==> config.mk <==
export PLATFORM = sky130hd
export DESIGN_NAME = dmem_arbiter
export DESIGN_NICKNAME = d
export VERILOG_FILES = /design/src/rtl/mem_bus_pkg.sv /design/src/rtl/rr_pick2.sv /design/src/rtl/dmem_arbiter.sv
export SDC_FILE = /design/constraint.sdc
export NUM_CORES = 1
export LEC_CHECK = 0
export ABC_AREA = 0
export ABC_CLOCK_PERIOD_IN_PS = 1330
export BUFFER_PORTS_ARGS = -buffer_cell sky130_fd_sc_hd__buf_2
export CORE_AREA = 2 2 110 112
export DETAILED_ROUTE_END_ITERATION = 10
export DIE_AREA = 0 0 112 114
export SYNTH_ARGS = -nofsm -noshare
export SYNTH_HDL_FRONTEND = slang
export SYNTH_SLANG_ARGS = --single-unit
==> constraint.sdc <==
create_clock -name clk -period 1.33 [get_ports clk]
set_input_delay 0.0665 -clock clk [delete_from_list [all_inputs] [get_ports clk]]
set_output_delay 0.0665 -clock clk [all_outputs]
set_load 0.01 [all_outputs]
==> src/rtl/mem_bus_pkg.sv <==
// Shared types and constants for the data-memory bus between the core, the loader/DMA
// engine and the single-port data RAM.
package mem_bus_pkg;

    localparam int unsigned BUS_ADDR_W = 32;
    localparam int unsigned BUS_DATA_W = 32;
    localparam int unsigned BUS_MASK_W = BUS_DATA_W / 8;

    localparam int unsigned PORT_CPU = 0;
    localparam int unsigned PORT_DMA = 1;

    typedef enum logic {
        ARB_IDLE,
        ARB_RD_WAIT
    } arb_state_t;

    typedef struct packed {
        logic                  we;
        logic [BUS_ADDR_W-1:0] addr;
        logic [BUS_DATA_W-1:0] wdata;
        logic [BUS_MASK_W-1:0] mask;
    } mem_req_t;

    // Port index of a one-hot (or zero) two-port vector; zero maps to the CPU port.
    function automatic logic port_of(input logic [1:0] onehot);
        return onehot[PORT_DMA];
    endfunction

endpackage

==> src/rtl/rr_pick2.sv <==
// Two-way round-robin pick: a lone requester wins; on contention the port that did not
// win last time goes first.
module rr_pick2
    import mem_bus_pkg::*;
(
    input  logic [1:0] req,
    input  logic       last,
    output logic [1:0] win
);

    always_comb begin
        win = 2'b00;
        case (req)
            2'b01:   win = 2'b01;
            2'b10:   win = 2'b10;
            2'b11:   win = last ? (2'b01 << PORT_CPU) : (2'b01 << PORT_DMA);
            default: win = 2'b00;
        endcase
    end

endmodule

==> src/rtl/dmem_arbiter.sv <==
// Shares one single-port data RAM between the CPU data port (0) and the loader/DMA engine
// (1): round-robin grant, one transaction in flight, fixed-latency read return.
module dmem_arbiter
    import mem_bus_pkg::*;
#(
    parameter int unsigned ADDR_W = 32,
    parameter int unsigned DATA_W = 32,
    parameter int unsigned RD_LAT = 1
) (
    input  logic                clk,
    input  logic                reset,
    input  logic [1:0]          req,
    input  logic [1:0]          we,
    input  logic [ADDR_W-1:0]   addr0,
    input  logic [ADDR_W-1:0]   addr1,
    input  logic [DATA_W-1:0]   wdata0,
    input  logic [DATA_W-1:0]   wdata1,
    input  logic [DATA_W/8-1:0] mask0,
    input  logic [DATA_W/8-1:0] mask1,
    output logic [1:0]          gnt,
    output logic [1:0]          rvalid,
    output logic [DATA_W-1:0]   rdata,
    output logic [ADDR_W-1:0]   mem_addr,
    output logic [DATA_W-1:0]   mem_wdata,
    output logic [DATA_W/8-1:0] mem_mask,
    output logic                mem_we,
    output logic                mem_re,
    input  logic [DATA_W-1:0]   mem_rdata
);

    generate
        if (RD_LAT < 1 || RD_LAT > 7) begin : g_bad_rd_lat
            $error("dmem_arbiter: RD_LAT must be within 1..7");
        end
    endgenerate

    localparam logic [2:0] LAT_CNT = 3'(RD_LAT);

    arb_state_t state_q, state_d;
    logic [2:0] cnt_q, cnt_d;
    logic       owner_q, owner_d;
    logic       last_q, last_d;

    logic [1:0] win;
    logic       rd_done;
    logic       can_issue;
    logic       sel;

    rr_pick2 u_pick (
        .req  (req),
        .last (last_q),
        .win  (win)
    );

    always_ff @(posedge clk) begin
        if (reset) begin
            state_q <= ARB_IDLE;
            cnt_q   <= 3'd0;
            owner_q <= 1'b0;
            last_q  <= 1'b1;
        end else begin
            state_q <= state_d;
            cnt_q   <= cnt_d;
            owner_q <= owner_d;
            last_q  <= last_d;
        end
    end

    always_comb begin
        state_d   = state_q;
        cnt_d     = cnt_q;
        owner_d   = owner_q;
        last_d    = last_q;
        gnt       = 2'b00;
        rvalid    = 2'b00;
        rdata     = '0;
        mem_addr  = '0;
        mem_wdata = '0;
        mem_mask  = '0;
        mem_we    = 1'b0;
        mem_re    = 1'b0;
        rd_done   = (state_q == ARB_RD_WAIT) && (cnt_q == LAT_CNT);
        can_issue = (state_q == ARB_IDLE) || rd_done;
        sel       = port_of(win);

        // Outputs are held quiet while reset is asserted, so a reset mid-read never leaks rvalid.
        if (!reset) begin
            if (rd_done) begin
                rvalid[owner_q] = 1'b1;
                rdata           = mem_rdata;
                state_d         = ARB_IDLE;
            end else if (state_q == ARB_RD_WAIT) begin
                cnt_d = cnt_q + 3'd1;
            end

            // The read-return cycle doubles as an idle cycle, so a new issue can overlap it.
            if (can_issue && (req != 2'b00)) begin
                gnt       = win;
                last_d    = sel;
                mem_addr  = sel ? addr1 : addr0;
                mem_wdata = sel ? wdata1 : wdata0;
                mem_mask  = sel ? mask1 : mask0;
                mem_we    = we[sel];
                mem_re    = ~we[sel];
                if (!we[sel]) begin
                    state_d = ARB_RD_WAIT;
                    owner_d = sel;
                    cnt_d   = 3'd1;
                end
            end
        end
    end

    a_gnt_onehot0: assert property (@(posedge clk) $onehot0(gnt));
    a_rvalid_onehot0: assert property (@(posedge clk) $onehot0(rvalid));
    a_we_re_excl: assert property (@(posedge clk) !(mem_we && mem_re));

endmodule

### Word level (Yosys, flattened, before mapping)

Cells that the tools add are included.

| operators by class | value |
|---|---|
| add/sub/neg operators | 1 |
| magnitude comparators | 3 |
| equality and inequality tests | 4 |
| multiplexer cells | 32 |
| bitwise operators | 2 |
| reductions and logical operators | 6 |

Operator list:

| kind | count |
|---|---|
| $mux 32 | 8 |
| $mux 3 | 4 |
| $mux 4 | 3 |
| $mux 1 | 10 |
| $mux 2 | 5 |
| $pmux 2 s3 | 1 |
| $eq 2x2->1 const B | 2 |
| $lt 1x2->1 const B | 2 |
| $add 3x1->3 const B | 1 |
| $eq 3x1->1 const B | 1 |
| $logic_and 1x1->1 | 3 |
| $eq 2x1->1 const B | 1 |
| $not 1->1 | 2 |
| $reduce_and 2->1 | 1 |
| $reduce_bool 2->1 | 1 |
| $demux 1 s1 | 1 |
| $ge 1x1->1 const B | 1 |
| $logic_or 1x1->1 | 1 |

| storage, ports and cells | value |
|---|---|
| register bits | 6 |
| output and inout port bits | 106 |
| logic and storage cells | 52 |

### Longest topological paths before layout

Gate-level depths: netlist of the first run.

| logic depth | value |
|---|---|
| depth after elaboration | 7 |
| depth in mapped cells | 6 |

### Hierarchy

A second synthesis of the first run with hierarchy kept.

| second synthesis, totals | value |
|---|---|
| cell total of the unflattened synthesis | 240 |
| area total of the unflattened synthesis | 1771.7 µm² |

By module, submodules not included:

| module | instances | cells each | area an instance (µm²) |
|---|---|---|---|
| dmem_arbiter | 1 | 237 | 1752.9 |
| rr_pick2 | 1 | 3 | 18.8 |

### Worst setup path before layout of the first run

Ideal clock, no wire load.

| timing path | value |
|---|---|
| path type | reg2reg |
| start point | reg cnt_q[1] |
| end point | reg cnt_q[1] |
| data arrival time | 1.354 ns |
| data required time | 1.230 ns |
| path slack | -0.124 ns |
| cell stages (with the launch flop) | 7 |
| period minus slack after synthesis | 1.454 ns |
| cell sequence | dfxtp_1 > inv_1 > ha_1 > nor2b_1 > nor2_1 > nor2_1 > a2111oi_4 |

| between the ends | value |
|---|---|
| word-level cells in the longest chain between the ends | 5 |

RTL lines:

| item | line | text |
|---|---|---|
| start: declaration | dmem_arbiter.sv:40 | `logic [2:0] cnt_q, cnt_d;` |
| start signal: assignment | dmem_arbiter.sv:63 | `cnt_q <= cnt_d;` |
| $add 3x1->3 / $eq 3x1->1 (equally long branches) | dmem_arbiter.sv:93, dmem_arbiter.sv:82 |  |
| $mux 3 / $logic_and 1x1->1 (equally long branches) | dmem_arbiter.sv:92, dmem_arbiter.sv:82 |  |
| $mux 3 / $logic_or 1x1->1 (equally long branches) | dmem_arbiter.sv:88, dmem_arbiter.sv:83 |  |
| $mux 3 / $logic_and 1x1->1 (equally long branches) | dmem_arbiter.sv:105, dmem_arbiter.sv:97 |  |
| $mux 3 (*) | dmem_arbiter.sv:97 | `if (can_issue && (req != 2'b00)) begin` |

Mark *: on every way between the ends. The rest lies on a longest branch, timed or not.
A chain may end at the register's enable or synchronous reset.

### Final worst setup path of the first run

| timing path | value |
|---|---|
| start point | reg cnt_q[1] |
| end point | out rdata[26] |

| between the ends | value |
|---|---|
| word-level cells in the longest chain between the ends | 4 |

RTL lines:

| item | line | text |
|---|---|---|
| $eq 3x1->1 | dmem_arbiter.sv:82 | `rd_done = (state_q == ARB_RD_WAIT) && (cnt_q == LAT_CNT);` |
| $logic_and 1x1->1 | dmem_arbiter.sv:82 |  |
| $mux 32 | dmem_arbiter.sv:88 | `if (rd_done) begin` |
| $mux 32 | dmem_arbiter.sv:87 | `if (!reset) begin` |
| end: declaration | dmem_arbiter.sv:22 | `output logic [DATA_W-1:0] rdata,` |

No other way between the ends.

==> out/results.tsv, run 1 <==
metric	value	unit
status	finished, violations left	
failing checks	setup timing	
Vias/cell	4.26	
CTS tree	built	
wire per inst	12.6	um
# setup viols final	111	
share of synthesized flip-flops with an asynchronous set or reset	0	%
HP Class	in2reg	
Post-Layout Cell Count	749	
IO buf count	279	
kind of critical path	reg2out	
Site Rows	40	
mapped cell area	1560	sq um
buffers plus inverters on the worst setup path	5	
Die Height	114	um
RSZ-0062 raised after global routing	true	
area share of the largest cell type after synthesis	34.2	%
Clock transition at path regs	0.04	ns
cells along the critical path	inv_2, ha_4, buf_4, nand2b_2, nor3_4, buf_4, buf_6, and2_1, buf_2	
ys flop type	dfxtp_1	
Ys Warns	0	
Die Wd	112	um
die area	12800	sq um
Max IR drop VDD	0.000456	V
total grt overflow	0	
Max stage delay on crit path	0.31	ns
Seq cells post-synth	6	
n_diodes	0	
drt total wl	9.43	mm
GRT Util Overall	12.5	%
Final HPWL DP	6.48	mm
cell area power density	653	nW/um^2
num ports	280	
crit-path leading delay family	buffers and inverters	
first-pass GRT wire length	13.1	mm
Relative slew margins	82.9	%
RePlAce Congestion	0.766	
WP data required	1.26	ns
CP Max Fanout	6	
detailed-route DRC error count	0	
Fmax	574	MHz
Leak	2.22	nW
Slew Limit Fails	0	
total power	2.56	mW
Nets	780	
worst-margin pin slew	0.256	ns
sequential fraction of the synthesis area	7.71	%
minimum clock period	1.74	ns
Final Hold Vio Count	0	
EDFF count, synth	0	
initial antenna violation count	0	
clk_skew	0.00102	ns
Critical Path AT	1.67	ns
Netlist cell types	27	
Starting Density	13.3	%
endpoint class of the critical path	primary output	
Post-synth top cells	142 x nand2_1, 67 x a21oi_1, 33 x and2_1	
CTS Buf Count	3	
Sequential cell area	124	sq um
syn avg cell area	5.02	sq um
router iterations before antenna repair	4	
P&R area growth vs syn	152	%
# clock sinks	6	
largest cells by area after synthesis	nand2_1 34%, a21oi_1 22%, and2_1 13%	
most common cell in the netlist	nand2_1	
layout cells sized above 1	65.0	%
leading area contributor after synthesis	nand2_1	
multi-input logic area	1620	sq um
maximum buffer depth of the clock tree	2	
most frequent CP cell	buf_4	
H-tree Lvls	1	
root buf cell	clkbuf_16	
Clock Latency Late Sink	0.23	ns
fin crit share	131	%
setup ws final	-0.411	ns
Via Count	3190	
Fill cells	1262	
number of DRC markers in iteration 0	102	
Post-Syn Nets	486	
largest net degree at the start of global routing	42	
hold_buf cts	0	
core area	11700	sq um
crit path max-delay cell type	dfxtp_2	
Max Cap Violations	0	
DP Cell Count	730	
startpoint types	flip-flop	
number of global-route vias before repair	2762	
Post-Syn Instances	310	
Final ANT Viol Nets	0	
[path summary, 6_finish.rpt]
path	start	to	slack (ns)	cells after the start
hold reg to reg	cnt_q[0]$_SDFF_PP0_	cnt_q[1]$_SDFF_PP0_	0.57	2
hold / removal	reset	cnt_q[1]$_SDFF_PP0_	0.16	2
setup reg to reg	cnt_q[1]$_SDFF_PP0_	cnt_q[0]$_SDFF_PP0_	-0.07	8
setup / recovery	cnt_q[1]$_SDFF_PP0_	rdata[26]	-0.41	9
[cells by family (layout without fill, tap and decap cells)]
group / Yosys count / after routing / share of synthesized area (%)
AO/OA/AOI/OAI: 79 / 79 / 28.4
XOR/XNOR: 1 / 1 / 0.562
adder cells (fa/ha/maj): 2 / 2 / 1.61
buffers and inverters: 30 / 322 / 7.95
flip-flops: 6 / 6 / 7.71
multiplexers: 1 / 1 / 0.643
AND/OR/NAND/NOR: 191 / 191 / 53.2
[cell usage in the layout (no fill, tap or decap), types with 2 or more instances in the layout]
master	Yosys	final
buf_12	0	8
nand2_2	0	3
a21oi_2	0	48
and2_4	1	2
o21ai_1	0	2
inv_1	5	4
a21oi_1	67	16
dfxtp_1	6	3
dfxtp_2	0	3
buf_2	6	277
buf_4	1	15
a21oi_4	0	3
and2_1	33	32
buf_16	0	4
buf_6	0	8
nand2_1	142	139
o22ai_1	3	2
nor2_1	6	5
clkbuf_16	0	4
[registers in the layout, summed over array words and instances, names as in the netlist]
register and cells:
cnt_q 3, last_q 1, owner_q 1, state_q 1
[power breakdown]
group          internal (mW)  total [mW]  switching [mW]
Combinational          0.916        1.84           0.926
Sequential             0.209       0.229          0.0198
Clock                  0.386       0.490           0.104
Total                   1.51        2.56            1.05
[routing by layer]
layer / GRT usage (%) / routed length (um) / part of all wire, %
met4: 2.52 / 128 / 1.4
met5: 0 / 0 / 0
met3: 1.06 / 703 / 7.5
met2: 25.7 / 5040 / 53
met1: 13.9 / 3560 / 38
[final cells by class]
cell class              count  share of cell area (%)
multi-input cells         274                    41.4
repair buffers            314                    48.4
clock buffers               3                    1.91
flip-flops and latches      6                    3.16
inverters                   5                   0.478
well taps                 147                    4.69
[stage by stage]
| step | TNS (ns) | setup WS, ns | area [sq um] | util, % | hold WS [ns] |
|---|---|---|---|---|---|
| 2_1_floorplan | -2.50 | -0.0373 | 1570 | - | 0.131 |
| 3_3_place_gp | -13.16 | -0.241 | 3280 | 28.0 | 0.373 |
| 3_5_place_dp | -12.93 | -0.225 | 3280 | 28.0 | 0.368 |
| 4_1_cts | -35.55 | -0.393 | 3830 | 32.7 | 0.139 |
| 5_1_grt | -41.59 | -0.471 | 3930 | 33.5 | 0.173 |
| 6_report | -35.08 | -0.411 | 3930 | 33.5 | 0.157 |
[what timing repair did]
action | in CTS | in global routing
pin swaps | 1 | 1
cloned | 5 | 4
setup buffers | 8 | 2
resized for setup | 67 | 29
endpoints found under the setup margin | 112 | 112
(Power assumes the default switching activity.)
==> run 2, diff against run 1 <==
--- a/config.mk
+++ b/config.mk
@@ -10,5 +10,7 @@
 export BUFFER_PORTS_ARGS = -buffer_cell sky130_fd_sc_hd__buf_2
-export CORE_AREA = 2 2 110 112
+export CELL_PAD_IN_SITES_DETAIL_PLACEMENT = 1
+export CELL_PAD_IN_SITES_GLOBAL_PLACEMENT = 2
+export CORE_UTILIZATION = 10
 export DETAILED_ROUTE_END_ITERATION = 10
-export DIE_AREA = 0 0 112 114
+export PLACE_DENSITY_LB_ADDON = 0.1
 export SYNTH_ARGS = -nofsm -noshare
==> constraint.sdc (replaced) <==
create_clock -name clk -period 1.33 [get_ports clk]
set_input_delay 0 -clock clk [delete_from_list [all_inputs] [get_ports clk]]
set_output_delay 0 -clock clk [all_outputs]
set_load 0.01 [all_outputs]
==> run 2 against run 1 <==
Net effect:
- the run still ends with setup timing left
- highest routed layer unchanged
- non-clock buffer count is 9 higher
- clock power is 1% higher
- critical path type unchanged
- worst hold slack worse by 0.066 ns
- largest cell class unchanged
- worst setup slack better by 0.038 ns
- combinational power is 14% higher
- wire length is 31% higher
==> out/results.tsv, run 2 (synthesis results as in run 1) <==
metric	value	unit
global route hottest layer	met2	
WP data required	1.33	ns
Pint	1.66	mW
Largest register FFs	3	
GR Layer Usage met1	14.4	%
failing checks	setup timing	
Site Rows	45	
Setup Total Neg Slack	-33.31	ns
router iterations before antenna repair	4	
Top reg by flops	cnt_q	
Worst Setup SP	cnt_q[1]$_SDFF_PP0_	
Final HPWL DP	8.95	mm
IO buf count	279	
commonest non-fill, non-tap cell in the layout	buf_2	
Die Wd	127	um
CTS tree	built	
num ports	280	
n_diodes	0	
Die Height	127	um
Clock Power Share	17.5	%
RSZ-0062 raised after global routing	true	
worst r2r src	cnt_q[1]$_SDFF_PP0_	
initial antenna violation count	0	
hold path start	we[0]	
Post-Layout Cell Count	799	
number of global-route vias before repair	3283	
CTS Buf Count	3	
clk_skew	0.00192	ns
first-pass GRT wire length	17.3	mm
drt total wl	12.4	mm
P&R area growth vs syn	176	%
wire per inst	15.5	um
setup ws final	-0.373	ns
Final Hold Vio Count	0	
number of DRC markers in iteration 0	35	
Flop pwr share	8.2	%
# clock sinks	6	
Clock transition at path regs	0.04	ns
Nets	789	
Fmax	587	MHz
minimum clock period	1.70	ns
GR met2 Demand/Resource	28.2	%
worst flop-to-flop path endpoint	state_q$_SDFF_PP0_	
die area	16100	sq um
Max Cap Violations	0	
H-tree Lvls	1	
kind of critical path	reg2out	
Max IR drop VDD	0.000283	V
RePlAce Congestion	0.710	
sw power	1.16	mW
HP Class	in2reg	
GRT Util Overall	13.9	%
Clock Latency Late Sink	0.23	ns
Final ANT Viol Nets	0	
DP Cell Count	773	
combinational fraction of design power	74.3	%
reg2reg path depth	9	
startpoint types	flip-flop	
total grt overflow	0	
Relative slew margins	82.1	%
layout cells sized above 1	68.6	%
maximum buffer depth of the clock tree	2	
Post-DP Area	3330	sq um
detailed-route DRC error count	0	
cell area power density	657	nW/um^2
total power	2.82	mW
Net Sw Frac	41.2	%
root buf cell	clkbuf_16	
most frequent cells in the layout	267 x buf_2, 139 x nand2_1, 59 x a21oi_2, 26 x and2_1, 20 x buf_4	
CP Max Fanout	8	
Critical Path AT	1.70	ns
core area	15200	sq um
endpoint class of the critical path	primary output	
worst-margin pin slew	0.269	ns
fin crit share	128	%
post-route cell area	4300	sq um
CP endpoint	rdata[18]	
Starting Density	10.2	%
status	finished, violations left	
register-to-register setup slack	-0.22	ns
met3 Use GR	3.33	%
Leak	2.32	nW
# setup viols final	110	
Via Count	3335	
Slew Limit Fails	0	
largest net degree at the start of global routing	46	
Vias/cell	4.17	
[run 2: worst min path at each step]
stage,to,slack (ns),cells after the start
3_5_place_dp,rdata[16],0.28,3
2_1_floorplan,rvalid[0],0.05,1
6_report,owner_q$_SDFFE_PP0P_,0.09,3
3_3_place_gp,rdata[22],0.29,3
4_1_cts,cnt_q[1]$_SDFF_PP0_,0.08,2
5_1_grt,owner_q$_SDFFE_PP0P_,0.11,3
[run 2: layout make-up]
type / instances / area (sq um)
Inverter: 5 / 18.8
Clock buffer: 3 / 75.1
Timing Repair Buffer: 323 / 2130
Multi-Input combinational cell: 274 / 1710
Sequential cell: 6 / 123
Fill cell: 1948 / 10900
Tap cell: 188 / 235
[run 2: repair_timing]
item                       CTS  global route
hold buffers                 0             0
cloned                       7             5
pin swaps                    2             2
setup buffers               10             3
setup endpoints to repair  111           111
hold endpoints to repair     0             0
resized for setup           93            41
[run 2: per-layer routing]
metal / up-vias / part of all wire [%] / wire, um
met5: - / 0 / 0
met3: 10 / 8.5 / 1050
met2: 186 / 54 / 6750
met1: 1533 / 36 / 4450
met4: 0 / 1.1 / 141
li1: 1606 / - / -
[run 2: stage by stage]
step | worst slack [ns] | hold slack [ns] | utilization [%]
after floorplan | -0.0318 | 0.0504 | -
after global placement | -0.176 | 0.285 | 21.9
after detailed placement | -0.205 | 0.285 | 21.9
after CTS | -0.372 | 0.0846 | 26.3
after global routing | -0.430 | 0.109 | 28.3
final | -0.373 | 0.0911 | 28.3
[run 2: power groups by stage]
stage | combinational, mW | sequential [mW] | clock, mW
2_1_floorplan | 0.683 | 0.225 | 0
3_3_place_gp | 1.44 | 0.224 | 0
3_5_place_dp | 1.45 | 0.226 | 0
4_1_cts | 1.97 | 0.230 | 0.503
5_1_grt | 2.28 | 0.234 | 0.518
6_report | 2.10 | 0.231 | 0.495
[run 2: worst max-delay path, stage by stage, from the launching register on]
cell and delay (ns):
dfxtp_2 0.31, inv_2 0.07, ha_4 0.13, buf_4 0.12, nand2b_4 0.07, nor3_4 0.18, buf_6 0.17, clkbuf_16 0.14
and2_1 0.13, buf_2 0.14
